## src/rtl/cpu_pkg.sv

```systemverilog
// Shared types and constants for the instruction fetch path.
// Holds the fetch FSM state encoding and datapath widths.
package cpu_pkg;

    localparam int INSTR_W = 32;
    localparam int ADDR_W  = 32;

    localparam logic [ADDR_W-1:0] RESET_PC_DEF = 32'h0000_0000;

    typedef enum logic [1:0] {
        ST_RUN  = 2'd0,
        ST_HALT = 2'd1,
        ST_ERR  = 2'd2
    } fetch_state_e;

endpackage

```

## src/rtl/fetch_queue.sv

```systemverilog
// Two-entry prefetch FIFO of {pc, instr}.
// Entry 0 is always the head; a pop shifts entry 1 down.
module fetch_queue
    import cpu_pkg::*;
#(
    parameter int DEPTH = 2
) (
    input  logic               clk,
    input  logic               reset,
    input  logic               i_push,
    input  logic               i_pop,
    input  logic               i_flush,
    input  logic [ADDR_W-1:0]  i_pc,
    input  logic [INSTR_W-1:0] i_instr,
    output logic [ADDR_W-1:0]  o_pc,
    output logic [INSTR_W-1:0] o_instr,
    output logic [1:0]         o_count,
    output logic               o_full
);

    localparam logic [1:0] LP_DEPTH = 2'(DEPTH);

    logic [ADDR_W-1:0]  r_pc0;
    logic [ADDR_W-1:0]  r_pc1;
    logic [INSTR_W-1:0] r_in0;
    logic [INSTR_W-1:0] r_in1;
    logic [1:0]         r_cnt;

    logic [ADDR_W-1:0]  w_pc0_nxt;
    logic [ADDR_W-1:0]  w_pc1_nxt;
    logic [INSTR_W-1:0] w_in0_nxt;
    logic [INSTR_W-1:0] w_in1_nxt;
    logic [1:0]         w_cnt_nxt;
    logic [1:0]         w_cnt_after_pop;

    // Next entry contents and occupancy: pop shifts first, then push fills
    // the first free slot, so a push+pop at full keeps FIFO order.
    always_comb begin
        w_pc0_nxt = r_pc0;
        w_pc1_nxt = r_pc1;
        w_in0_nxt = r_in0;
        w_in1_nxt = r_in1;
        w_cnt_after_pop = r_cnt;
        if (i_pop && r_cnt != 2'd0) begin
            w_pc0_nxt = r_pc1;
            w_in0_nxt = r_in1;
            w_cnt_after_pop = r_cnt - 2'd1;
        end
        w_cnt_nxt = w_cnt_after_pop;
        if (i_push && w_cnt_after_pop != LP_DEPTH) begin
            if (w_cnt_after_pop == 2'd0) begin
                w_pc0_nxt = i_pc;
                w_in0_nxt = i_instr;
            end else begin
                w_pc1_nxt = i_pc;
                w_in1_nxt = i_instr;
            end
            w_cnt_nxt = w_cnt_after_pop + 2'd1;
        end
        if (i_flush) begin
            w_cnt_nxt = 2'd0;
        end
    end

    // Entry and occupancy registers; reset clears stored data too.
    always_ff @(posedge clk) begin
        if (reset) begin
            r_pc0 <= '0;
            r_pc1 <= '0;
            r_in0 <= '0;
            r_in1 <= '0;
            r_cnt <= 2'd0;
        end else begin
            r_pc0 <= w_pc0_nxt;
            r_pc1 <= w_pc1_nxt;
            r_in0 <= w_in0_nxt;
            r_in1 <= w_in1_nxt;
            r_cnt <= w_cnt_nxt;
        end
    end

    assign o_pc    = r_pc0;
    assign o_instr = r_in0;
    assign o_count = r_cnt;
    assign o_full  = (r_cnt == LP_DEPTH);

endmodule

```

## src/rtl/fetch_controller.sv

```systemverilog
// Instruction fetch controller: fetch PC, run/halt/error FSM,
// redirect handling and a two-entry prefetch queue.
module fetch_controller
    import cpu_pkg::*;
#(
    parameter logic [ADDR_W-1:0] RESET_PC = RESET_PC_DEF,
    parameter int                QDEPTH   = 2
) (
    input  logic               clk,
    input  logic               reset,
    output logic [ADDR_W-1:0]  imem_addr,
    output logic               imem_en,
    input  logic [INSTR_W-1:0] imem_rdata,
    input  logic               redirect_valid,
    input  logic [ADDR_W-1:0]  redirect_pc,
    input  logic               halt,
    output logic               out_valid,
    output logic [INSTR_W-1:0] out_instr,
    output logic [ADDR_W-1:0]  out_pc,
    input  logic               out_ready,
    output logic               misalign_err
);

    fetch_state_e r_state;
    fetch_state_e w_state_nxt;

    logic [ADDR_W-1:0] r_pc;
    logic [ADDR_W-1:0] w_pc_nxt;
    logic              r_err;

    logic [1:0] w_count;
    logic       w_full;
    logic       w_pop;
    logic       w_fetch;
    logic       w_redir;
    logic       w_misalign;
    logic       w_redir_ok;

    // Redirects are dead once in ERR; the low address bits decide
    // between a clean jump and an error.
    assign w_redir    = redirect_valid && (r_state != ST_ERR);
    assign w_misalign = w_redir && (redirect_pc[1:0] != 2'b00);
    assign w_redir_ok = w_redir && !w_misalign;

    assign out_valid = (w_count != 2'd0) && (r_state != ST_ERR);
    assign w_pop     = out_valid && out_ready;

    assign w_fetch = !reset
                   && (r_state == ST_RUN)
                   && !halt
                   && !redirect_valid
                   && (!w_full || w_pop);

    assign imem_en      = w_fetch;
    assign imem_addr    = r_pc;
    assign misalign_err = r_err;

    // State register.
    always_ff @(posedge clk) begin
        if (reset) begin
            r_state <= ST_RUN;
        end else begin
            r_state <= w_state_nxt;
        end
    end

    // Next-state logic: redirects take precedence over halt transitions.
    always_comb begin
        w_state_nxt = r_state;
        unique case (r_state)
            ST_RUN: begin
                if (w_misalign) begin
                    w_state_nxt = ST_ERR;
                end else if (!w_redir && halt) begin
                    w_state_nxt = ST_HALT;
                end
            end
            ST_HALT: begin
                if (w_misalign) begin
                    w_state_nxt = ST_ERR;
                end else if (!w_redir && !halt) begin
                    w_state_nxt = ST_RUN;
                end
            end
            ST_ERR: begin
                w_state_nxt = ST_ERR;
            end
            default: begin
                w_state_nxt = ST_RUN;
            end
        endcase
    end

    // Fetch PC: jump on a clean redirect, else advance (wrapping) on fetch.
    always_comb begin
        w_pc_nxt = r_pc;
        if (w_redir_ok) begin
            w_pc_nxt = redirect_pc;
        end else if (w_fetch) begin
            w_pc_nxt = r_pc + 32'd4;
        end
    end

    // Fetch PC and sticky misalignment flag registers.
    always_ff @(posedge clk) begin
        if (reset) begin
            r_pc  <= RESET_PC;
            r_err <= 1'b0;
        end else begin
            r_pc <= w_pc_nxt;
            if (w_misalign) begin
                r_err <= 1'b1;
            end
        end
    end

    fetch_queue #(
        .DEPTH (QDEPTH)
    ) u_queue (
        .clk     (clk),
        .reset   (reset),
        .i_push  (w_fetch),
        .i_pop   (w_pop),
        .i_flush (w_redir),
        .i_pc    (r_pc),
        .i_instr (imem_rdata),
        .o_pc    (out_pc),
        .o_instr (out_instr),
        .o_count (w_count),
        .o_full  (w_full)
    );

endmodule

```

## config.mk

```make
export PLATFORM = sky130hd
export DESIGN_NAME = fetch_controller
export DESIGN_NICKNAME = d
export VERILOG_FILES = /design/src/rtl/cpu_pkg.sv /design/src/rtl/fetch_queue.sv /design/src/rtl/fetch_controller.sv
export SDC_FILE = /design/constraint.sdc
export NUM_CORES = 1
export LEC_CHECK = 0
export CORE_UTILIZATION = 42
export DETAILED_ROUTE_END_ITERATION = 10
export GPL_TIMING_DRIVEN = 0
export PLACE_DENSITY = 0.72
export SLEW_MARGIN = 25
export SYNTH_ARGS = -nofsm -noshare
export SYNTH_HDL_FRONTEND = slang
export SYNTH_SLANG_ARGS = --single-unit
```

## constraint.sdc

```tcl
create_clock -name clk -period 2.1 [get_ports clk]
set_clock_uncertainty 0.1 [all_clocks]
set_input_delay 0.315 -clock clk [delete_from_list [all_inputs] [get_ports clk]]
set_output_delay 0.315 -clock clk [all_outputs]
set_load 0.1 [all_outputs]
```

==> results of run 1 <==
[per-layer routing]
metal | vias up | part of all wire | track usage
met2 | 353 | 0.48 | 0.422
met5 | - | 0 | 0
met1 | 3582 | 0.41 | 0.345
met4 | 0 | 0.024 | 0.101
met3 | 53 | 0.086 | 0.0644
li1 | 3629 | - | -
[area by class of cell]
class / instances / area (um2)
fill: 1404 / 5990
buffer: 75 / 532
sequential: 165 / 3400
clock buffer: 20 / 457
multi-input combinational: 664 / 3800
inverter: 7 / 32.5
clock inverter: 12 / 133
timing repair buffer: 200 / 1840
tap: 220 / 275
[state kept, by name (all words and copies together) (netlist names)]
register,cells
imem_addr,32
u_queue.o_instr,32
u_queue.o_pc,32
u_queue.r_in1,32
u_queue.r_pc1,32
r_state,2
u_queue.o_count,2
misalign_err,1
[placed cells by master, fill, tap and decap left out, types with 16 or more instances in the layout]
cell type,n
clkdlybuf4s50_1,66
nor2_1,95
buf_6,16
dfxtp_1,132
clkbuf_2,27
a311oi_1,55
a21oi_1,69
buf_4,40
clkbuf_16,19
dfxtp_4,23
a311oi_2,21
dlygate4sd2_1,67
nand4_1,19
clkbuf_1,21
nand2_1,274
[cell families (layout without fill, tap and decap cells)]
kind of cell,Yosys count,count (layout),synth area share
and+or+nand+nor,461,461,0.277
AOI/OAI and AO/OA,186,186,0.185
DFF,165,165,0.468
buffers and inverters,82,314,0.0470
xor gates and xnor gates,14,14,0.0174
adders and majority gates,3,3,0.00532
[metrics by stage]
stage               area, um2  power [uW]
global placement         9170        4890
CTS                      9990        7990
global route            10500        8280
detailed placement       9170        4890
floorplan                7230        4420
finish                  10500        8070
[critical path, cell delays in order, from the launching register on]
cell	delay, ps
dfxtp_4	400
nand4_1	270
buf_4	260
nor4_4	350
nand2_1	150
or4_1	480
a31oi_1	160
[power by group through the flow]
stage | registers, uW | logic [uW] | clock network (uW)
2_1_floorplan | 4090 | 327 | 0
3_3_place_gp | 3400 | 1480 | 0
3_5_place_dp | 3400 | 1490 | 0
4_1_cts | 3330 | 1470 | 3190
5_1_grt | 3340 | 1630 | 3310
6_report | 3330 | 1570 | 3170
[final timing paths]
| check | from | to | cells after the start |
|---|---|---|---|
| max | imem_addr[7]$_SDFFE_PP0P_ | imem_addr[22]$_SDFFE_PP0P_ | 6 |
| min | redirect_valid | r_state[0]$_SDFFE_PP0P_ | 3 |
| max reg2reg | imem_addr[7]$_SDFFE_PP0P_ | imem_addr[22]$_SDFFE_PP0P_ | 6 |
| min reg2reg | u_queue.r_in1[25]$_SDFFE_PP0P_ | u_queue.r_in1[25]$_SDFFE_PP0P_ | 2 |
[repair_timing]
action	in CTS	in global routing
endpoints found under the setup margin	253	169
pin swaps	12	34
hold buffers	0	0
gates cloned	0	2
gates resized for setup	224	126
buffers inserted	14	18
==> summary.md, run 1 <==
| Metric | Value |
|---|---|
| Top FF cell, synth | dfxtp_1 |
| Grt ovf | 0 |
| Post-DP HPWL | 15.7 mm |
| Internal | 5560 uW |
| DR DRC count | 0 |
| Clock transition at path regs | 60 ps |
| Initial antenna violation count | 0 |
| Total GRT Usage | 0.265 |
| Failing checks | negative setup slack |
| Die ar. | 17300 um2 |
| Initial drt markers | 583 |
| Share of the synthesized area in the top cell type | 0.468 |
| Power Density | 770 nW/um2 |
| Vias/cell | approximately 5.6 |
| Combinational Power Share | 0.194 |
| Tcrit/Tclk final | 1.07 |
| CP Max Fanout | 8 |
| Synthesis-stage register bit count | 165 |
| Fmax | 446 MHz |
| Non-filler instance count after layout | between 1k and 1.5k |
| Max-slew headroom | 0.331 |
| RSZ-0062 raised after global routing | true |
| Drt first pass iters | 7 |
| Total CTS buffers | 17 |
| Max Slew Vio Count | 0 |
| Starting density of the core | 0.428 |
| Synth unique cells | between 40 and 50 |
| Minimum clock period after layout | 2240 ps |
| First-pass GRT wire length | 36.3 mm |
| Final setup TNS | -925 ps |
| Core area | 16500 um2 |
| Post-DRT Antenna Nets | 0 |
| Status | finished, violations left |
| Register-to-register setup slack | -140 ps |
| Final hold vios | 0 |
| Setup WS pre-CTS | -1270 ps |
| Critical Path RT | roughly 2400 ps |
| Psw | 2510 uW |
| Sw Share | 0.311 |
| # H-tree levels | 4 |
| Syn_nets | 983 |
| WL final | 24.0 mm |
| Top cells by area, synth | dfxtp_1 (47%), nand2_1 (15%), a311oi_1 (9.4%), nor2_1 (5.3%), a21oi_1 (4.9%) |
| Root Buffer | clkbuf_16 |
| Hold slack | 96.7 ps |
| Share of cells above drive strength 1 | 0.201 |
| LEAKAGE | 0.00390 uW |
| Syn Area/Cell | 7.74 um2 |
| Row count | 47 |
| # diodes | 0 |
| Clk_lat worst skew | about 430 ps |
| Hold Crit Class | primary input to flip-flop |
| Largest net degree at the start of global routing | 17 |
| Crit path capture type | flip-flop |
| Setup violators final | 11 |
| Cells after synthesis | 911 |
| Final core occ | 0.636 |
| Arrival time at the worst endpoint | 2500 ps |
| Vias in the first global route | around 7k |
| Sequential fraction of design power | 0.413 |
| Final worst slack | -142 ps |
| Die Wd | 132 um |
| Synth warnings | 0 |
| Share of async-settable or async-resettable flops after synthesis | 0 |
| Worst Tran Pin Value | slightly above 1000 ps |
| Synth-to-Final Area Change | 48.4% |
| WL/cell | ~18 um |
| Vias post-DR | 7617 |
| Clk network pwr share | 0.393 |
| Synth top cells by count | nand2_1 (275), dfxtp_1 (165), nor2_1 (100) |
| Port Buf Inserts | 166 |
| Die height | approximately 130 um |
| EDFF count, synth | 0 |
| Mapped cell area | 7060 um2 |
| CP startpoint kind | flip-flop |
| Dominant cell by count in the synthesized netlist | nand2_1 |
| Routability cong. | 0.884 |
| Max clock buf depth | 2 |
| Peak VDD IR | 0.614 mV |
| Crit path kind | flip-flop to flip-flop |
| Clock sink count | 165 |
| Register area share after synthesis | 0.468 |
| CTS tree | yes |
| Dpl cells | 1297 |
| IO Pins | approximately 170 |
| Max-cap violations | 0 |
| Final #Nets | around 1.2k |
| Leading area contributor after synthesis | dfxtp_1 |
Power figures use the tool's default switching activity.
==> run 2: changes to the inputs <==
--- a/config.mk
+++ b/config.mk
@@ -5,10 +5,10 @@
 export SDC_FILE = /design/constraint.sdc
 export NUM_CORES = 1
 export LEC_CHECK = 0
-export CORE_UTILIZATION = 42
+export CORE_UTILIZATION = 45
 export DETAILED_ROUTE_END_ITERATION = 10
 export GPL_TIMING_DRIVEN = 0
-export PLACE_DENSITY = 0.72
+export PLACE_DENSITY = 0.76
 export SLEW_MARGIN = 25
 export SYNTH_ARGS = -nofsm -noshare
 export SYNTH_HDL_FRONTEND = slang
==> summary.md, run 2 (synthesis gave the netlist of run 1 again) <==
| Metric | Value |
|---|---|
| RSZ-0062 raised after global routing | true |
| Final #Nets | 1213 (+0.92%) |
| Crit-path slowest cell | dfxtp_4 |
| Failing checks | negative setup slack |
| Core area | 15300 um2 (-7.3%) |
| Grt ovf | 0 (unchanged) |
| Die Wd | 127 um (-3.3%) |
| Total GRT Usage | 0.286 (+0.0206) |
| Final hold vios | 0 (unchanged) |
| Row count | 45 (-4.3%) |
| First-pass GRT wire length | 36.2 mm (-0.19%) |
| Max-slew headroom | 0.339 (+0.00731) |
| Vias/cell | 5.82 (+4.1%) |
| Port Buf Inserts | 166 (unchanged) |
| Minimum clock period after layout | 2230 ps (-10.1 ps) |
| Fmax | 448 MHz (+0.45%) |
| Hold Crit Class | primary input to flip-flop |
| Post-DRT Antenna Nets | 0 (unchanged) |
| Share of cells above drive strength 1 | 0.246 (+0.0449) |
| Final worst slack | -132 ps (+10.1 ps) |
| # H-tree levels | 4 (unchanged) |
| CP top delay family | simple AND/OR/NAND/NOR gates |
| Final setup TNS | -747 ps (+178 ps) |
| Power Density | 755 nW/um2 (-1.9%) |
| Max Slew Vio Count | 0 (unchanged) |
| Max incr delay on CP | 390 ps (-90 ps) |
| Synth-to-Final Area Change | 54.4% |
| Worst Tran Pin Value | 996 ps (-11.0 ps) |
| Routability cong. | 0.880 (-0.49%) |
| Hold slack | 106 ps (+9.47 ps) |
| LEAKAGE | 0.00405 uW (+3.9%) |
| Most frequent cells in the layout | nand2_1 (273), dfxtp_1 (132), nor2_1 (81) |
| Status | finished, violations left |
| Crit-path cells | inv_4 > ha_4 > nand2b_4 > o21ai_4 > buf_4 > buf_6 > nand3_4 > or3_4 > a311oi_2 |
| Register-to-register setup slack | -130 ps (about the same) |
| CP Max Fanout | 5 (-3) |
| Clock transition at path regs | 60 ps (about the same) |
| Clock sink count | 165 (unchanged) |
| CP startpoint kind | flip-flop |
| Die ar. | 16200 um2 (-6.6%) |
| Die height | 127 um (-3.3%) |
| Initial antenna violation count | 1 (+1) |
| Post-DP HPWL | 15.5 mm (-1.8%) |
| Clk_lat worst skew | 440 ps (about the same) |
| # hold bufs at CTS | 0 (unchanged) |
| Vias in the first global route | 7049 (+0.67%) |
| Tcrit/Tclk final | 1.06 (-0.00479) |
| Starting density of the core | 0.462 (+0.0339) |
| Commonest non-fill, non-tap cell in the layout | nand2_1 |
| Setup WS pre-CTS | -1300 ps (-24.9 ps) |
| Arrival time at the worst endpoint | 2470 ps (-30 ps) |
| Drt first pass iters | 7 (unchanged) |
| Max clock buf depth | 2 (unchanged) |
| Worst path bufs/invs | 3 (+2) |
| Root Buffer | clkbuf_16 |
| Critical Path RT | 2340 ps (-20 ps) |
| DR DRC count | 0 (unchanged) |
| Initial drt markers | 722 (+24%) |
| WL final | 25.3 mm (+5.5%) |
| CTS tree | yes |
| IO Pins | 168 (unchanged) |
| WL/cell | 18.5 um (+5.2%) |
| Final core occ | 0.714 (+0.0778) |
| Largest net degree at the start of global routing | 17 (unchanged) |
| Tot Pwr | 8230 uW (+2.0%) |
| Max-cap violations | 0 (unchanged) |
| Total CTS buffers | 17 (unchanged) |
| Peak VDD IR | 0.671 mV (+9.1%) |
| Crit path capture type | flip-flop |
| Crit path kind | flip-flop to flip-flop |
| Setup violators final | 18 (+7) |
| Vias post-DR | 7947 (+4.3%) |
## run 2: cell types whose count changed in the layout (fill, tap and decap cells not counted), moves of 5 or more
| cell | delta |
|---|---|
| nor2_2 | +12 |
| buf_2 | +6 |
| a311oi_2 | +22 |
| clkbuf_16 | +6 |
| clkbuf_2 | -7 |
| a311oi_1 | -22 |
| clkinv_1 | -5 |
| nor2_1 | -14 |
## run 2: report_power, final
part	switching, uW	internal [uW]
combinational	1180	469
sequential	106	3230
clock	1270	1980
## run 2: cell type report
class / instances / area, um2
well taps: 211 / 264
repair buffers: 211 / 2010
fillers: 1166 / 4370
multi-input cells: 664 / 4000
clock buffers: 25 / 527
plain buffers: 75 / 561
inverters: 7 / 35.0
flip-flops and latches: 165 / 3400
clock inverters: 7 / 88.8
diodes: 1 / 2.50
## run 2: final timing paths
path,depth (start not counted),from,end
worst max-delay path,9,u_queue.o_count[1]$_SDFF_PP0_,imem_addr[29]$_SDFFE_PP0P_
worst min-delay path,3,redirect_valid,r_state[0]$_SDFFE_PP0P_
worst max register to register,9,u_queue.o_count[1]$_SDFF_PP0_,imem_addr[29]$_SDFFE_PP0P_
worst min register to register,2,u_queue.r_pc1[12]$_SDFFE_PP0P_,u_queue.r_pc1[12]$_SDFFE_PP0P_
## run 2: per-layer routing
layer,part of all wire,GRT usage
met2,0.47,0.462
met5,0,0
met3,0.090,0.0620
met1,0.40,0.365
met4,0.042,0.134
## run 2: stage by stage
step	cells	area, um2
6_report	1366	10900
5_1_grt	1366	10900
4_1_cts	1336	10000
3_5_place_dp	1288	9160
3_3_place_gp	1288	9160
2_1_floorplan	911	7230
## run 2: worst reg2reg max path, delay by kind of cell (launching register included)
family	cells	cell delay, ps
AOI/OAI and AO/OA	2	510
adders and majority gates	1	160
buffers and inverters	3	310
DFF	1	390
and+or+nand+nor	3	660
## run 2: repair_timing
item                       in CTS  in global routing
cloned                          0                  7
setup endpoints to repair     255                172
pin swaps                      12                 75
gates resized for setup       228                175
setup buffers                  16                 22
